--- config.mk ---
export PLATFORM = sky130hd
export DESIGN_NAME = dna_frame_tx_flat
export DESIGN_NICKNAME = d
export VERILOG_FILES = /design/src/rtl/dna_pkg.sv /design/src/rtl/dna_frame_tx_if.sv /design/src/rtl/dna_edge_det.sv /design/src/rtl/dna_frame_tx.sv /design/src/flat_wrapper.sv
export SDC_FILE = /design/constraint.sdc
export NUM_CORES = 1
export LEC_CHECK = 0
export CAP_MARGIN = 20
export CORE_ASPECT_RATIO = 1.25
export CORE_MARGIN = 2
export CORE_UTILIZATION = 47
export CTS_CLUSTER_DIAMETER = 50
export DETAILED_ROUTE_END_ITERATION = 10
export GPL_TIMING_DRIVEN = 1
export PLACE_DENSITY_LB_ADDON = 0.12
export SYNTH_ARGS = -nofsm -noshare
export SYNTH_HDL_FRONTEND = slang
export SYNTH_SLANG_ARGS = --single-unit
--- constraint.sdc ---
create_clock -name sys_clk -period 1.98 [get_ports sys_clk]
set_input_delay 0.198 -clock sys_clk [delete_from_list [all_inputs] [get_ports sys_clk]]
set_output_delay 0.198 -clock sys_clk [all_outputs]
set_load 0.03 [all_outputs]
--- src/rtl/dna_pkg.sv ---
// Shared types and constants for the DNA frame transmitter.
package dna_pkg;

  localparam int unsigned DNA_W            = 57;
  localparam int unsigned FRAME_DATA_BYTES = 8;

  localparam logic [7:0] STAT_MATCH    = 8'h01;
  localparam logic [7:0] STAT_MISMATCH = 8'h00;

  typedef enum logic [2:0] {
    IDLE,
    HDR,
    DATA,
    STAT,
    CSUM
  } tx_state_t;

  // Byte idx of a 64-bit word, idx 0 being the most significant byte.
  function automatic logic [7:0] frame_byte(input logic [63:0] w, input logic [2:0] idx);
    logic [63:0] s;
    s = w >> {3'd7 - idx, 3'b000};
    return s[7:0];
  endfunction

endpackage

--- src/rtl/dna_frame_tx_if.sv ---
// Valid/ready byte stream between the DNA frame transmitter and the UART TX.
interface dna_frame_tx_if;
  logic [7:0] tx_data;
  logic       tx_valid;
  logic       tx_ready;

  modport master (output tx_data, output tx_valid, input tx_ready);
  modport slave  (input tx_data, input tx_valid, output tx_ready);
endinterface

--- src/rtl/dna_edge_det.sv ---
// Single-bit rising-edge detector with synchronous active-high reset.
module dna_edge_det (
  input  logic clk,
  input  logic rst,
  input  logic d,
  output logic rise
);

  logic d_q;

  // Delayed copy of the input; cleared by reset so a level held high
  // across reset is seen as a fresh edge.
  always_ff @(posedge clk) begin
    if (rst) d_q <= 1'b0;
    else     d_q <= d;
  end

  assign rise = d & ~d_q;

endmodule

--- src/rtl/dna_frame_tx.sv ---
// Packs the 57-bit device DNA into a byte frame on a valid/ready stream:
// HDR, 8 data bytes MSB-first, [status], checksum.
// Optional feature macro: DNA_CMP_EN (adds EXPECTED_DNA comparison,
// the dna_match port and a status byte before the checksum).
module dna_frame_tx
  import dna_pkg::*;
#(
  parameter logic [7:0] HDR_BYTE = 8'hA5
`ifdef DNA_CMP_EN
  ,
  parameter logic [DNA_W-1:0] EXPECTED_DNA = '0
`endif
) (
  input  logic             sys_clk,
  input  logic             sys_rst,
  input  logic             dna_valid,
  input  logic [DNA_W-1:0] dna_data,
  dna_frame_tx_if.master   tx,
  output logic             busy,
  output logic             frame_done
`ifdef DNA_CMP_EN
  ,
  output logic             dna_match
`endif
);

  tx_state_t   state;
  logic [63:0] dna_q;
  logic [2:0]  idx;
  logic [7:0]  csum;
  logic [7:0]  csum_next;
  logic        trig_edge;

  dna_edge_det u_edge (
    .clk  (sys_clk),
    .rst  (sys_rst),
    .d    (dna_valid),
    .rise (trig_edge)
  );

  // Running checksum including the byte currently being accepted.
  assign csum_next = csum + tx.tx_data;

  // Frame sequencer: byte mux, checksum accumulation and handshake outputs.
  always_ff @(posedge sys_clk) begin
    if (sys_rst) begin
      state       <= IDLE;
      dna_q       <= '0;
      idx         <= '0;
      csum        <= '0;
      tx.tx_data  <= '0;
      tx.tx_valid <= 1'b0;
      busy        <= 1'b0;
      frame_done  <= 1'b0;
`ifdef DNA_CMP_EN
      dna_match   <= 1'b0;
`endif
    end else begin
      frame_done <= 1'b0;
      case (state)
        IDLE: begin
          if (trig_edge) begin
            dna_q       <= {{(64 - DNA_W){1'b0}}, dna_data};
            csum        <= '0;
            idx         <= '0;
            tx.tx_data  <= HDR_BYTE;
            tx.tx_valid <= 1'b1;
            busy        <= 1'b1;
            state       <= HDR;
`ifdef DNA_CMP_EN
            dna_match   <= (dna_data == EXPECTED_DNA);
`endif
          end
        end
        HDR: begin
          if (tx.tx_ready) begin
            tx.tx_data <= frame_byte(dna_q, 3'd0);
            idx        <= '0;
            state      <= DATA;
          end
        end
        DATA: begin
          if (tx.tx_ready) begin
            csum <= csum_next;
            if (idx == 3'(FRAME_DATA_BYTES - 1)) begin
`ifdef DNA_CMP_EN
              tx.tx_data <= dna_match ? STAT_MATCH : STAT_MISMATCH;
              state      <= STAT;
`else
              tx.tx_data <= csum_next;
              state      <= CSUM;
`endif
            end else begin
              idx        <= idx + 3'd1;
              tx.tx_data <= frame_byte(dna_q, idx + 3'd1);
            end
          end
        end
        STAT: begin
          if (tx.tx_ready) begin
            csum       <= csum_next;
            tx.tx_data <= csum_next;
            state      <= CSUM;
          end
        end
        CSUM: begin
          if (tx.tx_ready) begin
            tx.tx_valid <= 1'b0;
            busy        <= 1'b0;
            frame_done  <= 1'b1;
            state       <= IDLE;
          end
        end
        default: begin
          tx.tx_valid <= 1'b0;
          busy        <= 1'b0;
          state       <= IDLE;
        end
      endcase
    end
  end

endmodule

--- src/flat_wrapper.sv ---
// flat-port wrapper written by rule: the top's interface ports become plain ports
module dna_frame_tx_flat import dna_pkg::*;
#(
  parameter logic [7:0] HDR_BYTE = 8'hA5

)
  (sys_clk, sys_rst, dna_valid, dna_data, busy, frame_done, tx_tx_data, tx_tx_valid, tx_tx_ready);
  dna_frame_tx_if tx_i ();
  input  logic sys_clk;
  input  logic sys_rst;
  input  logic dna_valid;
  input  logic [DNA_W-1:0] dna_data;
  output logic busy;
  output logic frame_done;
  output wire logic [$bits(tx_i.tx_data)-1:0] tx_tx_data;
  output wire logic [$bits(tx_i.tx_valid)-1:0] tx_tx_valid;
  input wire logic [$bits(tx_i.tx_ready)-1:0] tx_tx_ready;
  assign tx_tx_data = tx_i.tx_data;
  assign tx_tx_valid = tx_i.tx_valid;
  assign tx_i.tx_ready = tx_tx_ready;
  dna_frame_tx #(.HDR_BYTE(HDR_BYTE)) u_core (.sys_clk(sys_clk), .sys_rst(sys_rst), .dna_valid(dna_valid), .dna_data(dna_data), .tx(tx_i), .busy(busy), .frame_done(frame_done));
endmodule
==> results by group, run 1 <==
Logic synthesis
  – Mean Syn Cell Area: 8.16 um2
  – Post-synthesis sequential area ratio: 0.433
  – Synthesized cell area: 3790 um2
  – Syn Inst Count: 465
  – Unique masters post-synth: 48
  – Top cell type's share of synthesized area: 0.433
  – Most area-hungry cell type in the Yosys netlist: dfxtp_1
  – #FFs+latches synth: 82
  – Async set or reset register ratio after synthesis: 0
  – Synth Warn #: 0
  – EDFF count, synth: 0
  – Syn_nets: 536
  – Synth area leaders: dfxtp_1 (43%), nand2_1 (13%), a21oi_1 (10%)
  – Synth Flop Type: dfxtp_1

Floorplanning
  – Die Wd: 84.4 um
  – Std-Cell Rows: 36
  – DIE AREA: 8810 um2
  – Core footprint: 7840 um2
  – Starting density of the core: 0.484
  – Top-level I/O count: 72
  – Die Y: 104 um

Timing
  – Fmax: 523 MHz
  – Period utilisation layout: 0.966
  – Minimum clock period: 1.91 ns
  – RSZ-0062 raised after global routing: false
  – Setup TNS Final: 0 ns
  – Slew @ Worst Pin: 0.489 ns
  – Final Hold Vio Count: 0
  – Slew margin rel.: 0.674
  – Final setup fails: 0
  – Max Slew Vio Count: 0
  – Final setup skew: 0.00952 ns

Worst setup path
  – Crit path max-delay family: compound AO/OA/AOI/OAI gates
  – WP data required: 2.24 ns
  – Crit Path Max Fanout: 3
  – Worst R2R Start: u_core.csum[0]$_SDFFE_PP0P_
  – Critical Path, Cell by Cell: ha_4 > fa_2 > a21oi_2 > o21ai_1 > a21oi_2 > xnor2_1 > a221o_1
  – Cell mode on critical path: a21oi_2
  – CP endpoint kind: register
  – Slowest cell delay on critical path: 0.37 ns
  – Reg2reg path depth: 7
  – Slowest cell on the critical path: fa_2
  – Crit path DAT: 2.17 ns
  – Crit Reg-Reg Endpoint: u_core.tx.tx_data[6]$_SDFFE_PP0P_
  – CP Class: reg -> reg
  – Worst R2R Setup Slack: 0.07 ns
  – Worst setup SP type: register
  – Buffers & Inverters on Critical Path: 0

Run status
  – Status: completed

Routing
  – First-pass DRT Iterations: 5
  – DR vias/cell: 5.41
  – Routed WL per cell: 15.0 um
  – Vias post-DR: 3498
  – Drt total wl: 9710 um
  – Starting DRT DRC Count: 148
  – Post-DRT Antenna Nets: 0
  – # DRC: 0

Place
  – Placed cell areas: 4770 um2
  – Final HPWL DP: 7050 um
  – I/O Buffers: 71
  – RePlAce Congestion: 0.858

Clock tree
  – CTS sink count: 82
  – Clk slew on worst S/H paths: 0.08 ns
  – CTS tree: built
  – # hold bufs at CTS: 0
  – Clock Tree Buf Depth: 2
  – Root Buffer: clkbuf_8
  – CTS H-tree lvls: 3
  – Worst skew pair latency: 0.36 ns
  – Cts bufs inserted: 9
  – Setup bufs post-CTS: 0

Global routing
  – Largest net degree at the start of global routing: 58
  – Aggregate global routing overflow: 0
  – First-pass GRT wire length: 15900 um
  – Total GRT Usage: 0.226
  – Vias in the first global route: 3445
  – Initial antenna violation count: 0

Final layout
  – Final instance area: 5090 um2
  – Antenna cells: 0
  – Fillers: 718
  – Most common cell after layout, fill and taps aside: nand2_1
  – Commonest non-fill, non-tap cells in the layout: nand2_1 (128), dfxtp_1 (79), a21oi_1 (73)
  – Nets: 618
  – Area delta synth->final: 34.2%
  – Ratio of cells with drive above 1 in the final layout: 0.160

Min path
  – Worst Hold End: u_core.tx.tx_data[0]$_SDFFE_PP0P_
  – Hold Crit Start: sys_rst
  – Worst Hold Depth: 4
  – Worst Hold Class: in -> reg

Power and ir drop
  – PwrDens: 720 nW/um2
  – P_leak: 1.86 nW
  – Peak supply drop: 0.519 mV

Job
  – Max cap viols: 0
## worst min-delay path, delay by kind of cell
| kind | cells | cell delay (ns) |
|---|---|---|
| AO/OA/AOI/OAI | 2 | 0.14 |
| buffers and inverters | 2 | 0.20 |
## how the worst max path moves through the flow
stage | start | to | slack [ns] | depth (start not counted)
after CTS | u_core.tx.tx_data[1]$_SDFFE_PP0P_ | u_core.tx.tx_data[7]$_SDFFE_PP0P_ | 0.006 | 6
after floorplan | u_core.tx.tx_data[0]$_SDFFE_PP0P_ | u_core.tx.tx_data[6]$_SDFFE_PP0P_ | 0.009 | 7
after detailed placement | dna_valid | u_core.csum[6]$_SDFFE_PP0P_ | -0.23 | 5
final | u_core.csum[0]$_SDFFE_PP0P_ | u_core.tx.tx_data[6]$_SDFFE_PP0P_ | 0.07 | 7
after global routing | u_core.csum[0]$_SDFFE_PP0P_ | u_core.tx.tx_data[6]$_SDFFE_PP0P_ | 0.0001 | 7
after global placement | dna_valid | u_core.csum[6]$_SDFFE_PP0P_ | -0.19 | 5
## cells in the mapped netlist (all sizes together) (3+ instances only)
cell / n
xnor2: 3
nor3: 7
nor2: 20
clkbuf: 23
a21oi: 80
a22oi: 9
mux2i: 5
or4: 4
nor2b: 4
buf: 9
mux2: 4
inv: 7
nand2: 128
a31oi: 5
o21ai: 20
nand3: 3
a211oi: 3
mux4: 9
ha: 9
dfxtp: 82
## flip-flops by register name (all words and copies together) (netlist names)
signal / cells
u_core.csum: 8
u_core.dna_q: 57
u_core.frame_done: 1
u_core.idx: 3
u_core.state: 3
u_core.tx.tx_data: 8
u_core.tx.tx_valid: 1
u_core.u_edge.d_q: 1
## routing by layer
layer,global-route usage,up-vias,part of all wire
met2,0.405,87,0.52
met5,0,-,0
met1,0.263,1622,0.41
li1,-,1772,-
met3,0.0437,17,0.041
met4,0.0850,0,0.022
## final cells by class
class,instances,area (um2),area share
clock buffers,13,169,0.0332
clock inverters,2,35.0,0.00688
inverters,7,26.3,0.00516
multi-input cells,344,2120,0.417
flip-flops and latches,82,1650,0.324
well taps,95,119,0.0233
repair buffers,103,975,0.191
## stage by stage
step	util	worst slack, ns	instances	total power, W	hold WS [ns]
2_1_floorplan	-	0.00907	465	0.00216	0.326
3_3_place_gp	0.609	-0.189	631	0.00244	0.440
3_5_place_dp	0.609	-0.226	631	0.00245	0.444
4_1_cts	0.638	0.00580	646	0.00369	0.199
5_1_grt	0.650	0.0000986	646	0.00383	0.266
6_report	0.650	0.0672	646	0.00367	0.226
## logic make-up (layout without fill, tap and decap cells)
logic type | after synthesis | count (layout) | share of synthesized area
compound gates | 128 | 128 | 0.192
simple gates | 183 | 183 | 0.209
xor+xnor | 5 | 5 | 0.0115
buf+inv | 39 | 125 | 0.0419
fa+ha+maj | 10 | 10 | 0.0349
flops | 82 | 82 | 0.433
mux | 18 | 18 | 0.0785
## power breakdown
group,internal [W],switching [W],total (W)
logic,0.000307,0.000315,0.000622
registers,0.00174,0.0000591,0.00180
clock network,0.000678,0.000567,0.00124
total,0.00273,0.000941,0.00367
## timing repair
item	CTS	global route
pin swaps	2	9
setup endpoints to repair	6	7
resized for setup	7	20
No activity file was read; power rests on OpenSTA's default activity.
==> run 2, diff against run 1 <==
Settings changed: CTS_BUF_LIST set to sky130_fd_sc_hd__clkbuf_16.
==> run 2 against run 1 <==
Clock skew shrank 0.0036 ns. Worst setup slack got worse by 0.022 ns. Wire length hardly changed. First-iteration DRC count fell by 4.7%. Design area rose by 1.2%. Largest cell class unchanged.
==> results by group, run 2 (synthesized netlist as in run 1, its figures left out) <==
Run status
  – Status: completed

Routing
  – Drt total wl: 9710 um (about the same)
  – First-pass DRT Iterations: 4 (-1)
  – Post-DRT Antenna Nets: 0 (unchanged)
  – DR vias/cell: 5.40 (-0.34%)
  – # DRC: 0 (unchanged)
  – Routed WL per cell: 15.0 um (about the same)
  – Vias post-DR: 3486 (-0.34%)
  – Starting DRT DRC Count: 141 (-4.7%)

Timing
  – Period utilisation layout: 0.977 (+0.0110)
  – Final setup fails: 0 (unchanged)
  – Slew margin rel.: 0.686 (+0.0120)
  – Fmax: 517 MHz (-1.1%)
  – Final Hold Vio Count: 0 (unchanged)
  – Max Slew Vio Count: 0 (unchanged)
  – Minimum clock period: 1.93 ns (+0.0218 ns)
  – Worst hold margin: 0.256 ns (+0.0302 ns)
  – Final setup skew: 0.00595 ns (-0.00357 ns)
  – Slew @ Worst Pin: 0.471 ns (-0.0180 ns)
  – RSZ-0062 raised after global routing: true

Clock tree
  – Root Buffer: clkbuf_16
  – Clock Tree Buf Depth: 2 (unchanged)
  – # hold bufs at CTS: 0 (unchanged)
  – Clk slew on worst S/H paths: 0.06 ns (-0.02 ns)
  – CTS H-tree lvls: 3 (unchanged)
  – CTS sink count: 82 (unchanged)
  – Worst skew pair latency: 0.33 ns (-0.03 ns)
  – CTS tree: built
  – Cts bufs inserted: 9 (unchanged)

Final layout
  – Fillers: 704 (-1.9%)
  – Top flop regs: u_core.dna_q: 57 flops, u_core.csum: 8 flops, u_core.tx.tx_data: 8 flops
  – Antenna cells: 0 (unchanged)
  – Most flop-heavy register: u_core.dna_q
  – Ratio of cells with drive above 1 in the final layout: 0.152 (-0.00726)
  – Area delta synth->final: 35.8%
  – Nets: 618 (unchanged)
  – Most common cell after layout, fill and taps aside: nand2_1
  – Commonest non-fill, non-tap cells in the layout: nand2_1 (128), dfxtp_1 (79), a21oi_1 (73)
  – Number of flip-flops in the largest register: 57 (unchanged)

Power and ir drop
  – Power, Total: 0.00399 W (+8.7%)
  – P_leak: 1.90 nW (+2.0%)
  – PwrDens: 774 nW/um2 (+7.5%)
  – Peak supply drop: 0.539 mV (+3.8%)

Floorplanning
  – DIE AREA: 8810 um2 (unchanged)
  – Std-Cell Rows: 36 (unchanged)
  – Top-level I/O count: 72 (unchanged)
  – Die Y: 104 um (unchanged)
  – Starting density of the core: 0.484 (unchanged)
  – Core footprint: 7840 um2 (unchanged)
  – Die Wd: 84.4 um (unchanged)

Worst setup path
  – Slowest cell delay on critical path: 0.50 ns (+0.13 ns)
  – Crit Reg-Reg Endpoint: u_core.tx.tx_data[7]$_SDFFE_PP0P_
  – Crit path max-delay family: simple AND/OR/NAND/NOR gates
  – CP endpoint kind: register
  – WP data required: 2.26 ns (+0.02 ns)
  – Worst setup SP type: register
  – Buffers & Inverters on Critical Path: 0 (unchanged)
  – Worst R2R Setup Slack: 0.05 ns (-0.02 ns)
  – Reg2reg path depth: 6 (-1)
  – Critical Path Stages: 6 (-1)
  – Worst R2R Start: u_core.csum[4]$_SDFFE_PP0P_
  – Crit path DAT: 2.21 ns (+0.04 ns)
  – Critical Path, Cell by Cell: ha_1 > nand2_1 > o31ai_4 > o21ai_2 > or4_1 > nand3b_1
  – CP Class: reg -> reg
  – Slowest cell on the critical path: or4_1
  – Worst setup path end: u_core.tx.tx_data[7]$_SDFFE_PP0P_
  – CP startpoint: u_core.csum[4]$_SDFFE_PP0P_
  – Crit Path Max Fanout: 4 (+1)

Place
  – RePlAce Congestion: 0.858 (unchanged)
  – I/O Buffers: 71 (unchanged)
  – Final HPWL DP: 7050 um (unchanged)

Min path
  – Worst Hold Class: in -> reg

Global routing
  – Total GRT Usage: 0.225 (-0.000877)
  – Vias in the first global route: 3461 (+0.46%)
  – Initial antenna violation count: 0 (unchanged)
  – Aggregate global routing overflow: 0 (unchanged)
  – Largest net degree at the start of global routing: 58 (unchanged)
  – First-pass GRT wire length: 15900 um (-0.35%)

Job
  – Max cap viols: 0 (unchanged)
==> run 2: report_power, final <==
part           switching [W]  internal (W)  leakage [nW]
logic               0.000316      0.000307          1.09
registers          0.0000587       0.00174         0.672
clock network       0.000613      0.000949         0.139
==> run 2: worst min path at each step <==
| stage | startpoint | to | slack, ns | cells past startpoint |
|---|---|---|---|---|
| 3_5_place_dp | u_core.dna_q[11]$_SDFFE_PP0P_ | u_core.dna_q[11]$_SDFFE_PP0P_ | 0.44 | 2 |
| 2_1_floorplan | dna_valid | u_core.u_edge.d_q$_SDFF_PP0_ | 0.33 | 1 |
| 6_report | sys_rst | u_core.tx.tx_data[0]$_SDFFE_PP0P_ | 0.26 | 4 |
| 5_1_grt | sys_rst | u_core.tx.tx_data[0]$_SDFFE_PP0P_ | 0.30 | 4 |
| 4_1_cts | sys_rst | u_core.tx.tx_data[0]$_SDFFE_PP0P_ | 0.23 | 4 |
| 3_3_place_gp | u_core.dna_q[19]$_SDFFE_PP0P_ | u_core.dna_q[19]$_SDFFE_PP0P_ | 0.44 | 2 |
==> run 2: layer usage <==
metal  track usage  vias up  part of all wire
met1         0.266     1606              0.42
met2         0.403       85              0.53
met5             0        -                 0
met3        0.0389       20             0.035
li1              -     1775                 -
met4        0.0839        0             0.023
==> run 2: layout make-up <==
class,count,area (um2),share of cell area
Clock inverter,6,50.0,0.00971
Tap cell,95,119,0.0231
Timing Repair Buffer,103,975,0.189
Clock buffer,9,225,0.0437
Inverter,7,26.3,0.00510
Multi-Input combinational cell,344,2110,0.409
Sequential cell,82,1650,0.320
==> run 2: timing repair <==
item / CTS / global route
buffers inserted: 0 / 0
gates resized for setup: 7 / 18
pin swaps: 2 / 7
cloned: 0 / 0
setup endpoints to repair: 6 / 7
==> run 2: stage by stage <==
| stage | setup TNS (ns) | worst slack, ns | cells | util | area [um2] |
|---|---|---|---|---|---|
| floorplan | 0 | 0.00907 | 465 | - | 3810 |
| global placement | -4.22 | -0.189 | 631 | 0.609 | 4770 |
| detailed placement | -7.02 | -0.226 | 631 | 0.609 | 4770 |
| CTS | 0 | 0.00979 | 646 | 0.647 | 5070 |
| global route | -0.0578 | -0.0342 | 646 | 0.657 | 5150 |
| finish | 0 | 0.0454 | 646 | 0.657 | 5150 |
==> run 2: worst min-delay path, delay by kind of cell <==
kind,cells,cell delay (ns)
AOI/OAI and AO/OA,2,0.15
buffers and inverters,2,0.21
==> run 3, diff against run 2 <==
Settings changed: CORE_UTILIZATION 47 to 50, DONT_BUFFER_PORTS set to 1.
==> run 3 against run 2 <==
Non-clock buffer count decreased by 34. Power up 0.91%. Die area shrank 5.8%. Largest cell class unchanged. Cell count fell by 5.6%. Combinational power shrank 15%. First-iteration DRC count increased by 13%. Worst hold slack lost 0.25 ns. Clock-buffer cell count stayed put.
==> results by group, run 3 (synthesized netlist as in run 1, its figures left out) <==
Routing
  – # DRC: 0 (unchanged)
  – Drt total wl: 9620 um (-0.96%)
  – First-pass DRT Iterations: 6 (+2)
  – Starting DRT DRC Count: 159 (+13%)
  – DR vias/cell: 5.57 (+3.2%)
  – Post-DRT Antenna Nets: 0 (unchanged)
  – Vias post-DR: 3398 (-2.5%)
  – Routed WL per cell: 15.8 um (+4.9%)

Worst setup path
  – Crit Path Max Fanout: 4 (unchanged)
  – Worst R2R Setup Slack: 0.07 ns (+0.03 ns)
  – WP data required: 2.26 ns (about the same)
  – Worst R2R Start: u_core.tx.tx_data[4]$_SDFFE_PP0P_
  – Crit path DAT: 2.18 ns (-0.03 ns)
  – Crit Reg-Reg Endpoint: u_core.tx.tx_data[7]$_SDFFE_PP0P_
  – Reg2reg path depth: 6 (unchanged)
  – Worst setup SP type: register
  – CP endpoint kind: register
  – CP Class: reg -> reg

Min path
  – Worst Hold Class: in -> reg
  – Worst Hold End: u_core.dna_q[19]$_SDFFE_PP0P_
  – Worst Hold Depth: 2 (-2)
  – Hold Crit Start: dna_data[19]

Timing
  – Slew margin rel.: 0.537 (-0.149)
  – Slew @ Worst Pin: 0.689 ns (+0.219 ns)
  – Final setup fails: 0 (unchanged)
  – RSZ-0062 raised after global routing: false
  – Final Hold Vio Count: 0 (unchanged)
  – Setup TNS Final: 0 ns (unchanged)
  – Minimum clock period: 1.91 ns (-0.0275 ns)
  – Period utilisation layout: 0.963 (-0.0139)
  – Fmax: 524 MHz (+1.4%)
  – Final WS setup: 0.0729 ns (+0.0275 ns)
  – Worst hold margin: 0.00362 ns (-0.253 ns)
  – Final setup skew: 0.00690 ns (+0.000943 ns)
  – Max Slew Vio Count: 0 (unchanged)

Power and ir drop
  – PwrDens: 838 nW/um2 (+8.3%)
  – P_leak: 1.80 nW (-5.5%)
  – Peak supply drop: 0.483 mV (-10%)

Final layout
  – Nets: 584 (-5.5%)
  – Top flop regs: u_core.dna_q: 57 flops, u_core.csum: 8 flops, u_core.tx.tx_data: 8 flops
  – Area delta synth->final: 26.5%
  – Ratio of cells with drive above 1 in the final layout: 0.158 (+0.00585)
  – Number of flip-flops in the largest register: 57 (unchanged)
  – Most flop-heavy register: u_core.dna_q
  – Most common cell after layout, fill and taps aside: nand2_1
  – Commonest non-fill, non-tap cells in the layout: nand2_1 (128), dfxtp_1 (79), a21oi_1 (75)
  – Antenna cells: 0 (unchanged)
  – Fillers: 626 (-11%)
  – Footprint of the multi-input gates: 2050 um2 (-2.7%)
  – Sequential cell area: 1650 um2 (-0.15%)

Clock tree
  – Clock Tree Buf Depth: 2 (unchanged)
  – Cts bufs inserted: 9 (unchanged)
  – CTS H-tree lvls: 3 (unchanged)
  – CTS tree: built
  – Worst skew pair latency: 0.34 ns (about the same)
  – Root Buffer: clkbuf_16
  – Clk slew on worst S/H paths: 0.06 ns (about the same)
  – CTS sink count: 82 (unchanged)

Floorplanning
  – Top-level I/O count: 72 (unchanged)
  – Std-Cell Rows: 35 (-2.8%)
  – DIE AREA: 8310 um2 (-5.8%)
  – Starting density of the core: 0.516 (+0.0316)
  – Die Wd: 81.9 um (-2.9%)
  – Core footprint: 7360 um2 (-6.1%)
  – Die Y: 101 um (-2.9%)

Job
  – Max cap viols: 0 (unchanged)

Run status
  – Status: completed

Place
  – RePlAce Congestion: 0.921 (+7.4%)
  – Final HPWL DP: 6520 um (-7.5%)
  – I/O Buffers: 0 (-100%)
  – Post-place setup slack: -0.114 ns (+0.112 ns)

Global routing
  – Aggregate global routing overflow: 0 (unchanged)
  – First-pass GRT wire length: 15500 um (-2.7%)
  – Total GRT Usage: 0.244 (+0.0190)
  – Largest net degree at the start of global routing: 73 (+26%)
  – Vias in the first global route: 3286 (-5.1%)
  – Initial antenna violation count: 0 (unchanged)
run 3: cell count changes in the layout (fill, tap and decap cells not counted), sizes merged:
cell           change
clkinv             -2
clkinvlp           +2
inv                +1
clkdlybuf4s50     -70
dlygate4sd3       +36
run 3: worst max-delay path by stage:
stage	start	to	slack, ns
after floorplan	u_core.tx.tx_data[0]$_SDFFE_PP0P_	u_core.tx.tx_data[6]$_SDFFE_PP0P_	0.009
final	u_core.tx.tx_data[4]$_SDFFE_PP0P_	u_core.tx.tx_data[7]$_SDFFE_PP0P_	0.07
after global placement	u_core.idx[0]$_SDFFE_PP0P_	u_core.tx.tx_data[4]$_SDFFE_PP0P_	-0.05
after global routing	u_core.tx.tx_data[4]$_SDFFE_PP0P_	u_core.tx.tx_data[7]$_SDFFE_PP0P_	0.001
after CTS	u_core.tx.tx_data[0]$_SDFFE_PP0P_	u_core.tx.tx_data[6]$_SDFFE_PP0P_	0.009
after detailed placement	u_core.idx[0]$_SDFFE_PP0P_	u_core.tx.tx_data[4]$_SDFFE_PP0P_	-0.11
run 3: per-stage QoR:
stage	total power (W)	util	cells	cell area, um2
after floorplan	0.00216	-	465	3810
after global placement	0.00227	0.551	556	4050
after detailed placement	0.00227	0.551	556	4050
after CTS	0.00403	0.648	609	4770
after global routing	0.00417	0.653	610	4800
final	0.00402	0.653	610	4800
run 3: timing repair:
item | in CTS | in global routing
buffers inserted | 0 | 1
cloned | 0 | 0
hold buffers | 37 | 0
setup endpoints to repair | 5 | 8
pin swaps | 0 | 5
resized for setup | 6 | 10
endpoints found under the hold margin | 72 | 0
run 3: report_power, final:
| group | internal (W) | total, W | switching, W |
|---|---|---|---|
| sequential | 0.00174 | 0.00180 | 0.0000587 |
| combinational | 0.000226 | 0.000527 | 0.000302 |
| clock | 0.000986 | 0.00169 | 0.000708 |
run 3: area by class of cell:
cell class | instances | area share
tap | 92 | 0.0240
clock buffer | 9 | 0.0469
inverter | 7 | 0.00547
timing repair buffer | 69 | 0.138
multi-input combinational | 344 | 0.427
sequential | 82 | 0.343
clock inverter | 7 | 0.0159
run 3: metal layers:
metal | share of wire | global-route usage
met4 | 0.025 | 0.112
met3 | 0.052 | 0.0419
met2 | 0.50 | 0.411
met5 | 0 | 0
met1 | 0.42 | 0.301
run 3: worst max-delay path: stages, from the launching register on:
cell      delay (ns)
dfxtp_2         0.32
ha_1            0.32
a21oi_1         0.22
o31ai_2         0.13
and4b_1         0.25
or4_1           0.52
nand3b_1        0.09
